<file path="src/rtl/shared_vc_bank_client.sv">
// Per-input-port shared-VC client: allocates VCs of owned memory banks round-robin and tracks the allocated mask.
// Optional SHARED_VC_STATS_EN adds saturating grant/nack counters (stat_grants, stat_nacks).
module shared_vc_bank_client #(
    parameter int num_ports  = 5,
    parameter int num_vcs    = 10,
    parameter int port_id    = 0,
    parameter int stat_width = 8
) (
    input  logic                         clk,
    input  logic                         reset,
    input  logic [num_ports*num_ports-1:0] memory_bank_grant_in,
    input  logic [num_ports-1:0]         ready_for_allocation,
    input  logic                         alloc_req,
    output logic                         alloc_gnt,
    output logic                         alloc_nack,
    output logic [$clog2(num_vcs)-1:0]   alloc_vc,
    input  logic                         release_valid,
    input  logic [$clog2(num_vcs)-1:0]   release_vc,
    output logic [num_vcs-1:0]           allocated_ip_shared_ivc,
    output logic [num_ports-1:0]         bank_draining,
`ifdef SHARED_VC_STATS_EN
    output logic [stat_width-1:0]        stat_grants,
    output logic [stat_width-1:0]        stat_nacks,
`endif
    output logic                         release_error
);

    localparam int VPB   = num_vcs / num_ports;
    localparam int VC_W  = $clog2(num_vcs);
    localparam int PTR_W = $clog2(num_ports);

    typedef enum logic [0:0] {IDLE = 1'b0, DECIDE = 1'b1} state_t;

    state_t             state_r, state_next_s;
    logic [PTR_W-1:0]   rr_ptr_r;
    logic [num_ports-1:0] owned_s, eligible_s, draining_next_s;
    logic [num_vcs-1:0] rel_mask_s, set_mask_s, mask_next_s;
    logic               decide_s, found_s, rel_hit_s;
    logic [PTR_W-1:0]   found_bank_s;
    logic [VC_W-1:0]    found_vc_s;

    // Ownership and eligibility per bank from the allocators' grant vectors
    always_comb begin
        for (int b = 0; b < num_ports; b++) begin
            owned_s[b]    = memory_bank_grant_in[b*num_ports+port_id];
            eligible_s[b] = owned_s[b] & ready_for_allocation[b];
        end
    end

    // Allocation FSM next state; DECIDE lasts exactly one cycle
    always_comb begin
        state_next_s = state_r;
        decide_s     = 1'b0;
        case (state_r)
            IDLE: begin
                if (alloc_req) begin
                    state_next_s = DECIDE;
                end else begin
                    state_next_s = IDLE;
                end
            end
            DECIDE: begin
                state_next_s = IDLE;
                decide_s     = 1'b1;
            end
            default: state_next_s = IDLE;
        endcase
    end

    // Round-robin bank search from rr_ptr over the pre-release mask, lowest free slot first
    always_comb begin
        found_s      = 1'b0;
        found_bank_s = {PTR_W{1'b0}};
        found_vc_s   = {VC_W{1'b0}};
        for (int i = 0; i < num_ports; i++) begin
            for (int s = 0; s < VPB; s++) begin
                if (!found_s && eligible_s[(int'(rr_ptr_r) + i) % num_ports] &&
                    !mask_r_bit((int'(rr_ptr_r) + i) % num_ports, s)) begin
                    found_s      = 1'b1;
                    found_bank_s = PTR_W'((int'(rr_ptr_r) + i) % num_ports);
                    found_vc_s   = VC_W'(((int'(rr_ptr_r) + i) % num_ports) * VPB + s);
                end else begin
                    found_s = found_s;
                end
            end
        end
    end

    function automatic logic mask_r_bit(input int bank, input int slot);
        return allocated_ip_shared_ivc[bank*VPB+slot];
    endfunction

    // Mask update: release clears its bit, a grant sets the chosen bit
    always_comb begin
        for (int v = 0; v < num_vcs; v++) begin
            rel_mask_s[v] = release_valid & (release_vc == VC_W'(v));
            set_mask_s[v] = decide_s & found_s & (found_vc_s == VC_W'(v));
        end
        rel_hit_s   = |(rel_mask_s & allocated_ip_shared_ivc);
        mask_next_s = (allocated_ip_shared_ivc & ~rel_mask_s) | set_mask_s;
        for (int b = 0; b < num_ports; b++) begin
            draining_next_s[b] = ~owned_s[b] & (|mask_next_s[b*VPB +: VPB]);
        end
    end

    // State, mask and output registers
    always_ff @(posedge clk) begin
        if (reset) begin
            state_r                 <= IDLE;
            rr_ptr_r                <= {PTR_W{1'b0}};
            allocated_ip_shared_ivc <= {num_vcs{1'b0}};
            bank_draining           <= {num_ports{1'b0}};
            alloc_gnt               <= 1'b0;
            alloc_nack              <= 1'b0;
            alloc_vc                <= {VC_W{1'b0}};
            release_error           <= 1'b0;
        end else begin
            state_r                 <= state_next_s;
            allocated_ip_shared_ivc <= mask_next_s;
            bank_draining           <= draining_next_s;
            alloc_gnt               <= decide_s & found_s;
            alloc_nack              <= decide_s & ~found_s;
            if (decide_s && found_s) begin
                alloc_vc <= found_vc_s;
                rr_ptr_r <= (found_bank_s == PTR_W'(num_ports-1)) ? {PTR_W{1'b0}}
                                                                  : found_bank_s + PTR_W'(1);
            end else begin
                alloc_vc <= alloc_vc;
                rr_ptr_r <= rr_ptr_r;
            end
            if (release_valid && !rel_hit_s) begin
                release_error <= 1'b1;
            end else begin
                release_error <= release_error;
            end
        end
    end

`ifdef SHARED_VC_STATS_EN
    // Saturating grant/nack counters
    always_ff @(posedge clk) begin
        if (reset) begin
            stat_grants <= {stat_width{1'b0}};
            stat_nacks  <= {stat_width{1'b0}};
        end else begin
            if (decide_s && found_s && stat_grants != {stat_width{1'b1}}) begin
                stat_grants <= stat_grants + stat_width'(1);
            end else begin
                stat_grants <= stat_grants;
            end
            if (decide_s && !found_s && stat_nacks != {stat_width{1'b1}}) begin
                stat_nacks <= stat_nacks + stat_width'(1);
            end else begin
                stat_nacks <= stat_nacks;
            end
        end
    end
`endif

endmodule

</file>
<file path="config.mk">
export PLATFORM = sky130hd
export DESIGN_NAME = shared_vc_bank_client
export DESIGN_NICKNAME = d
export VERILOG_FILES = /design/src/rtl/shared_vc_bank_client.sv
export SDC_FILE = /design/constraint.sdc
export NUM_CORES = 1
export LEC_CHECK = 0
export CORE_MARGIN = 1.5
export CORE_UTILIZATION = 55
export DETAILED_ROUTE_END_ITERATION = 10
export PLACE_DENSITY = 0.91
export RECOVER_POWER = 25
export SYNTH_ARGS = -nofsm -noshare
export SYNTH_HDL_FRONTEND = slang
export SYNTH_SLANG_ARGS = --single-unit
</file>
<file path="constraint.sdc">
create_clock -name clk -period 6.62 [get_ports clk]
set_input_delay 0.993 -clock clk [delete_from_list [all_inputs] [get_ports clk]]
set_output_delay 0.993 -clock clk [all_outputs]
set_load 0.02 [all_outputs]
</file>
After elaboration in Yosys (flattened, before gate mapping):

Index checks and enable logic that the tools add are counted.

* flip-flop bits (word level): 26
* bits in latches: 0
* RAM bits: 0
* memory bits (read-only): 0
* input bits: 38
* memories: 0

* add/sub/neg operators: 10
* multipliers: 0
* div/mod/pow operators: 5
* magnitude comparators: 15
* equal/unequal tests: 19
* shift operators: 0
* mux-type cells: 79
* bitwise operators: 43
* reductions and logical operators: 49

Operators with widths (number)
* $lt A32 B6 Y1 const B: 10
* $add A32 B2 Y32 const B: 5
* $lt A32 B5 Y1 const B: 5
* $mod A32 B4 Y32 const B: 4
* $mux W1: 42
* $mux W4: 10
* $mux W3: 11
* $and A1 B1 Y1: 32
* $eq A4 B3 Y1 const B: 8
* $mod A4 B4 Y32 const B: 1
* $bmux W1 S3: 10
* $logic_and A1 B1 Y1: 21
* $and A10 B10 Y10: 2
* $bmux W1 S4: 5
* $logic_not A1 Y1: 20
* $eq A4 B2 Y1 const B: 4
* $eq A4 B4 Y1 const B: 4
* $not A10 Y10: 1
* $or A10 B10 Y10: 1
* $reduce_or A10 Y1: 1
* $reduce_or A2 Y1: 5
* $add A3 B2 Y4 const B: 2
* $eq A4 B1 Y1 const B: 2
* $logic_not A4 Y1: 2
* 6 further kinds: 12

Longest topological paths before layout:

Gate-level depths: netlist of the first run.

* depth in word-level cells: 48
* gate-level depth with buffers: 26

Worst setup path before layout of the first run:

Ideal clock, no wire load.

* kind: register -> register
* start: register rr_ptr_r[1]
* end: register rr_ptr_r[2]
* library setup time: 0.074 ns
* arrival time: 5.525 ns
* required time: 6.546 ns
* path slack: 1.021 ns
* stages on the path, launching flop included: 24
* path buffers: 4
* clock period less this slack: 5.599 ns
* cell sequence: dfxtp_1 > clkbuf_1 > buf_2 > inv_1 > ha_1 > buf_2 > nor3_1 > nand2b_1 > xnor2_1 > ha_1 > fa_1 > or4b_1 > o21ai_2 > mux4_2 > mux2_2 > o21bai_1 > nand2b_1 > nor3_1 > o211ai_1 > and4_1 > clkbuf_1 > ha_1 > or4_1 > a31oi_1

* word-level cells in the longest chain between the ends: 45
* elaborated cells between the ends (all ways): 121

RTL lines
* from (decl): RTL line 35 `logic [PTR_W-1:0] rr_ptr_r;`
* from (signal assigned): RTL line 110 `rr_ptr_r <= {PTR_W{1'b0}};`
* from (signal assigned): RTL line 125 `rr_ptr_r <= (found_bank_s == PTR_W'(num_ports-1)) ? {PTR_W{1'b0}}`
* from (signal assigned): RTL line 129 `rr_ptr_r <= rr_ptr_r;`
* branches (longest 45 deep; another with $mod A32 B4 Y32)

Several ways; the timed one is not identified. The select of a mux whose other input is x is not followed.
A chain may end at the register's enable or synchronous reset.

Worst setup path in the final report of the first run:

Ends and elaborated chain as after synthesis.

==> flow_metrics.env, run 1 <==
export IMPL_grt_pass1_vias=3699
export IMPL_async_flop_share=0
export IMPL_setup_viol=0
export IMPL_syn_inst=471
export IMPL_grt_setup_unrepaired="no"
export IMPL_r2r_setup_slack_ps=830
export IMPL_p_per_area_nw_per_um2=346
export IMPL_critPathMaxFanout=11
export IMPL_final_layout_size_suffix_gt1_frac=0.101
export IMPL_drt_iter0_markers=413
export IMPL_wl_per_cell_um=20.0
export IMPL_min_path_type="reg2reg"
export IMPL_final_max_slew_viol_count=0
export IMPL_final_cell_mix="nand2_1 (39), o21ai_0 (39), nor2_1 (28)"
export IMPL_postRouteAntennaNets=0
export IMPL_nets=558
export IMPL_hold_slack_ps=507
export IMPL_io_pins=60
export IMPL_post_cts_buffers=0
export IMPL_vias_per_cell=7.07
export IMPL_fp_row_count=29
export IMPL_grt_ovfl_total=0
export IMPL_stdcell_count=573
export IMPL_portBuffers=39
export IMPL_synth_nets=532
export IMPL_final_hold_viol_count=0
export IMPL_syn_area_um2=3660
export IMPL_r2r_start="rr_ptr_r[1]$_SDFFE_PP0P_"
export IMPL_worstPathArrival_ps=6000
export IMPL_core_area_um2=6390
export IMPL_fmax_ghz=0.173
export IMPL_drt_total_wl_mm=11.5
export IMPL_clk_pin_slew_ps=90
export IMPL_cp_end_kind="flip-flop"
export IMPL_cts_tree="yes"
export IMPL_synth_seq_cells=26
export IMPL_synth_top_area_frac=0.142
export IMPL_finClkSkew_ps=4.29
export IMPL_ys_seq_area_frac=0.142
export IMPL_timing_final_crit_share=0.875
export IMPL_max_slew_margin=0.416
export IMPL_crit_required_ps=6830
export IMPL_worst_setup_path_type="reg2reg"
export IMPL_setup_tns_ps=0
export IMPL_antenna_found_initial=0
export IMPL_outcome="finished clean"
export IMPL_track_usage=0.310
export IMPL_cts_hold_buf=0
export IMPL_synthTopCellsByArea="dfxtp_1 (14%), ha_1 (7.5%), mux2i_1 (6.0%), o21ai_0 (5.3%), nand2_1 (4.0%)"
export IMPL_synthFlopType="dfxtp_1"
export IMPL_syn_avg_cell_area_um2=7.78
export IMPL_die_area_um2=7160
export IMPL_maxCapViolations=0
export IMPL_yosys_warnings=0
export IMPL_hpwl_mm=8.25
export IMPL_clk_latency_ps=280
export IMPL_finalCriticalPeriod_ps=5790
export IMPL_dp_cells=569
export IMPL_gp_congestion=1.01
export IMPL_grt_pass1_wl_mm=18.0
export IMPL_reg2reg_depth=19
export IMPL_initial_utilization=0.573
export IMPL_synth_edf_count=0
export IMPL_yosysTopAreaCell="dfxtp_1"
export IMPL_drt_first_pass_iters=6
export IMPL_remaining_drc_errors=0
export IMPL_holdPathEnd="alloc_vc[1]$_SDFFE_PP0P_"
export IMPL_synth_distinct_cells=85
export IMPL_cp_start_kind="flip-flop"
export IMPL_grt_max_degree=27
export IMPL_fp_dieW_um=84.6
export IMPL_min_from="alloc_vc[1]$_SDFFE_PP0P_"
export IMPL_min_path_cells=1
export IMPL_cts_path_max_buffers=2
export IMPL_numCtsBuffers=3
export IMPL_die_h_um=84.6
export IMPL_ctsResizeCount=0
export IMPL_ir_drop_v=0.000246
export IMPL_vias=4052
export IMPL_htreeDepth=1
export IMPL_clockRootBuffer="clkbuf_8"
export IMPL_worst_pin_slew_ps=872
export IMPL_power_leakage_nw=1.59
export IMPL_antennaDiodeCount=0
export IMPL_cts_sinks=26
export IMPL_area_growth_pct=13.5
export IMPL_r2r_end="rr_ptr_r[2]$_SDFFE_PP0P_"
-- cell families after synthesis --
group	after synthesis	share of synthesized area
and+or+nand+nor	159	0.230
buffers and inverters	48	0.0543
xor gates and xnor gates	8	0.0304
DFF	26	0.142
muxes	32	0.106
AOI/OAI and AO/OA	175	0.357
adders and majority gates	23	0.0806
-- worst max path at each step --
stage                                  start                  endpoint  slack, ps  cells after the start
floorplan           rr_ptr_r[1]$_SDFFE_PP0P_  rr_ptr_r[2]$_SDFFE_PP0P_       1020                     23
global placement    rr_ptr_r[1]$_SDFFE_PP0P_  rr_ptr_r[2]$_SDFFE_PP0P_       1110                     19
detailed placement  rr_ptr_r[1]$_SDFFE_PP0P_  rr_ptr_r[2]$_SDFFE_PP0P_        950                     19
CTS                 rr_ptr_r[1]$_SDFFE_PP0P_  rr_ptr_r[2]$_SDFFE_PP0P_        890                     19
global route        rr_ptr_r[0]$_SDFFE_PP0P_  rr_ptr_r[2]$_SDFFE_PP0P_        230                     22
finish              rr_ptr_r[1]$_SDFFE_PP0P_  rr_ptr_r[2]$_SDFFE_PP0P_        830                     19
-- worst max-delay path, cell delays in order (launching register included) --
cell and delay (ps):
dfxtp_1 320, inv_1 300, ha_1 410, nor3_1 310, nand2b_1 170, xnor2_1 140, ha_1 200, fa_1 270
or4b_1 510, o21ai_2 160, mux4_2 550, mux2_2 290, o21bai_1 320, nand2b_1 190, nand2b_1 220, a21oi_1 290
nor2_1 150, ha_1 240, or4_1 520, a31oi_1 160
-- state kept, by name (all words and copies together) (netlist names) --
name and flops:
allocated_ip_shared_ivc 10, bank_draining 5, alloc_vc 4, rr_ptr_r 3
alloc_gnt 1, alloc_nack 1, release_error 1, state_r 1
-- where the power goes --
group | switching [mW] | total, mW | internal, mW
clock network | 0.0522 | 0.133 | 0.0810
registers | 0.0461 | 0.233 | 0.187
logic | 0.667 | 1.07 | 0.403
total | 0.766 | 1.44 | 0.672
-- through the flow --
stage / util / power [mW] / area [um^2] / setup slack [ps]
6_report: 0.651 / 1.44 / 4160 / 828
5_1_grt: 0.651 / 1.52 / 4160 / 228
4_1_cts: 0.651 / 1.41 / 4160 / 890
3_5_place_dp: 0.640 / 1.27 / 4090 / 947
3_3_place_gp: 0.640 / 1.23 / 4090 / 1110
2_1_floorplan: - / 1.01 / 3660 / 1020
-- final cells by class --
| cell class | instances | area [um^2] |
|---|---|---|
| inverter | 24 | 90.1 |
| sequential | 26 | 520 |
| tap | 77 | 96.3 |
| fill | 542 | 2230 |
| clock inverter | 1 | 30.0 |
| multi-input combinational | 397 | 2940 |
| timing repair buffer | 45 | 435 |
| clock buffer | 3 | 41.3 |
-- layer usage --
metal / up-vias / GRT usage / wire length [um]
met1: 1861 / 0.400 / 4490
met4: 0 / 0.110 / 393
met2: 272 / 0.519 / 5410
met3: 57 / 0.0580 / 1190
li1: 1862 / - / -
met5: - / 0 / 0
-- synthesized netlist by cell type, drive strengths merged (5+ instances only) --
library cell	number
nor2	29
a211o	6
o21ai	42
buf	10
o22ai	10
mux2i	23
mux2	5
clkbuf	14
a22oi	7
nand2	39
o211ai	10
nand3	20
xnor2	7
nand2b	18
a21oi	26
a31oi	5
nor3	9
inv	24
dfxtp	26
ha	22
nand3b	5
and3	5
a21o	5
or3	6
a211oi	15
o32ai	6
(Power assumes the default switching activity.)
==> run 2: changes to the inputs <==
- CORE_UTILIZATION: 55 -> 45
- CTS_BUF_LIST: unset -> sky130_fd_sc_hd__clkbuf_16
- PLACE_DENSITY: 0.91 -> 0.78
==> flow_metrics.env, run 2 (synthesis gave the netlist of run 1 again) <==
export IMPL_final_layout_size_suffix_gt1_frac=0.103
export IMPL_critPathMaxStageDelay_ps=520
export IMPL_vias_per_cell=6.58
export IMPL_remaining_drc_errors=0
export IMPL_critPathMaxFanout=10
export IMPL_slowest_stage="ha_1"
export IMPL_seq_area_um2=520
export IMPL_power_leakage_nw=1.61
export IMPL_p_per_area_nw_per_um2=348
export IMPL_outcome="finished clean"
export IMPL_crit_required_ps=6810
export IMPL_grt_max_degree=27
export IMPL_hold_slack_ps=487
export IMPL_die_area_um2=8690
export IMPL_portBuffers=39
export IMPL_finClkSkew_ps=3.25
export IMPL_grt_pass1_wl_mm=17.8
export IMPL_htreeDepth=1
export IMPL_ctsResizeCount=0
export IMPL_crit_family="compound AO/OA/AOI/OAI gates"
export IMPL_numCtsBuffers=3
export IMPL_min_path_type="reg2reg"
export IMPL_multi_input_area_um2=2940
export IMPL_cts_tree="yes"
export IMPL_largest_reg_flops=10
export IMPL_crit_cells=22
export IMPL_power_mw=1.47
export IMPL_cp_end_kind="flip-flop"
export IMPL_worst_setup_path_type="reg2reg"
export IMPL_core_area_um2=7810
export IMPL_largestRegisters="allocated_ip_shared_ivc: 10 flops, bank_draining: 5 flops, alloc_vc: 4 flops"
export IMPL_comb_power_share=0.724
export IMPL_initial_utilization=0.469
export IMPL_timing_final_crit_share=0.867
export IMPL_final_cell_mix="nand2_1 (39), o21ai_0 (39), nor2_1 (28)"
export IMPL_critPathBufInv=2
export IMPL_drt_first_pass_iters=5
export IMPL_grt_pass1_vias=3567
export IMPL_crit_chain="inv_1 -> ha_1 -> xnor2_4 -> inv_2 -> ha_1 -> nor3b_1 -> a22oi_1 -> nand2_1 -> ha_1 -> nand2b_1 -> a2111oi_0 -> a41oi_1 -> nand3_1 -> o21ai_0 -> or2_1 -> a31oi_1 -> o21ai_0 -> a21oi_1 -> nor2_1 -> ha_1 -> or4_1 -> a31oi_1"
export IMPL_antennaDiodeCount=0
export IMPL_hpwl_mm=8.42
export IMPL_pre_cts_slack_ps=1030
export IMPL_pwr_share_clk=0.120
export IMPL_cp_start_kind="flip-flop"
export IMPL_nFillCells=727
export IMPL_vias=3944
export IMPL_r2r_setup_slack_ps=880
export IMPL_postRouteAntennaNets=0
export IMPL_finalCriticalPeriod_ps=5740
export IMPL_grt_ovfl_total=0
export IMPL_wl_per_cell_um=18.9
export IMPL_die_h_um=93.2
export IMPL_post_cts_buffers=0
export IMPL_fp_row_count=32
export IMPL_antenna_found_initial=0
export IMPL_maxCapViolations=0
export IMPL_area_growth_pct=15.5
export IMPL_p_switching_uw=760
export IMPL_worst_pin_slew_ps=833
export IMPL_worstPathArrival_ps=5930
export IMPL_io_pins=60
export IMPL_cts_hold_buf=0
export IMPL_clk_latency_ps=260
export IMPL_final_max_slew_viol_count=0
export IMPL_fp_dieW_um=93.2
export IMPL_setup_tns_ps=0
export IMPL_ir_drop_v=0.000203
export IMPL_worst_slack_ps=879
export IMPL_p_int_uw=711
export IMPL_cts_sinks=26
export IMPL_final_hold_viol_count=0
export IMPL_drt_iter0_markers=318
export IMPL_grt_setup_unrepaired="no"
export IMPL_drt_total_wl_mm=11.3
export IMPL_setup_viol=0
export IMPL_min_path_cells=2
export IMPL_track_usage=0.256
export IMPL_seqPwrFrac=0.156
export IMPL_swShare=0.517
export IMPL_reg2reg_depth=22
export IMPL_fmax_ghz=0.174
export IMPL_clockRootBuffer="clkbuf_16"
export IMPL_gp_congestion=0.982
export IMPL_clk_pin_slew_ps=70
export IMPL_nets=559
export IMPL_max_slew_margin=0.442
export IMPL_top_register="allocated_ip_shared_ivc"
export IMPL_cts_path_max_buffers=2
export IMPL_cp_common_cell="ha_1"
[run 2: changes by cell type in the layout (fill, tap and decap cells not counted), sizes merged]
cell,delta
buf,+1
[run 2: stage by stage]
step / area [um^2] / cells / utilization
2_1_floorplan: 3660 / 471 / -
4_1_cts: 4230 / 599 / 0.542
3_5_place_dp: 4120 / 595 / 0.528
6_report: 4230 / 599 / 0.542
5_1_grt: 4230 / 599 / 0.542
3_3_place_gp: 4120 / 595 / 0.528
[run 2: metal layers]
layer / global-route usage / wire [um]
met5: 0 / 0
met3: 0.0374 / 942
met2: 0.439 / 5350
met1: 0.338 / 4910
met4: 0.0543 / 135
[run 2: path summary, 6_finish.rpt]
check                                  start                    endpoint
setup reg to reg    rr_ptr_r[1]$_SDFFE_PP0P_    rr_ptr_r[2]$_SDFFE_PP0P_
setup / recovery    rr_ptr_r[1]$_SDFFE_PP0P_    rr_ptr_r[2]$_SDFFE_PP0P_
hold reg to reg   release_error$_SDFFE_PP0P_  release_error$_SDFFE_PP0P_
hold / removal    release_error$_SDFFE_PP0P_  release_error$_SDFFE_PP0P_
[run 2: area by class of cell]
class | instances | area share
multi-input cells | 397 | 0.696
clock inverters | 1 | 0.00710
flip-flops and latches | 26 | 0.123
clock buffers | 3 | 0.0178
inverters | 24 | 0.0213
well taps | 102 | 0.0302
repair buffers | 46 | 0.105
[run 2: worst min-delay path, cell delays in order, from the launching register on]
cell,delay (ps)
dfxtp_1,330
nor2_1,50
nor2_1,70
[run 2: power by group through the flow]
| stage | registers, mW | clock network, mW | logic [mW] |
|---|---|---|---|
| detailed placement | 0.231 | 0 | 1.03 |
| global placement | 0.231 | 0 | 1.01 |
| global route | 0.231 | 0.183 | 1.14 |
| CTS | 0.229 | 0.178 | 1.04 |
| floorplan | 0.246 | 0 | 0.769 |
| finish | 0.229 | 0.176 | 1.07 |
==> run 3: changes to the inputs <==
- SETUP_SLACK_MARGIN: unset -> 0.02
==> results of run 3 <==
The final DEF is identical to that of run 2; final timing and power are the same.
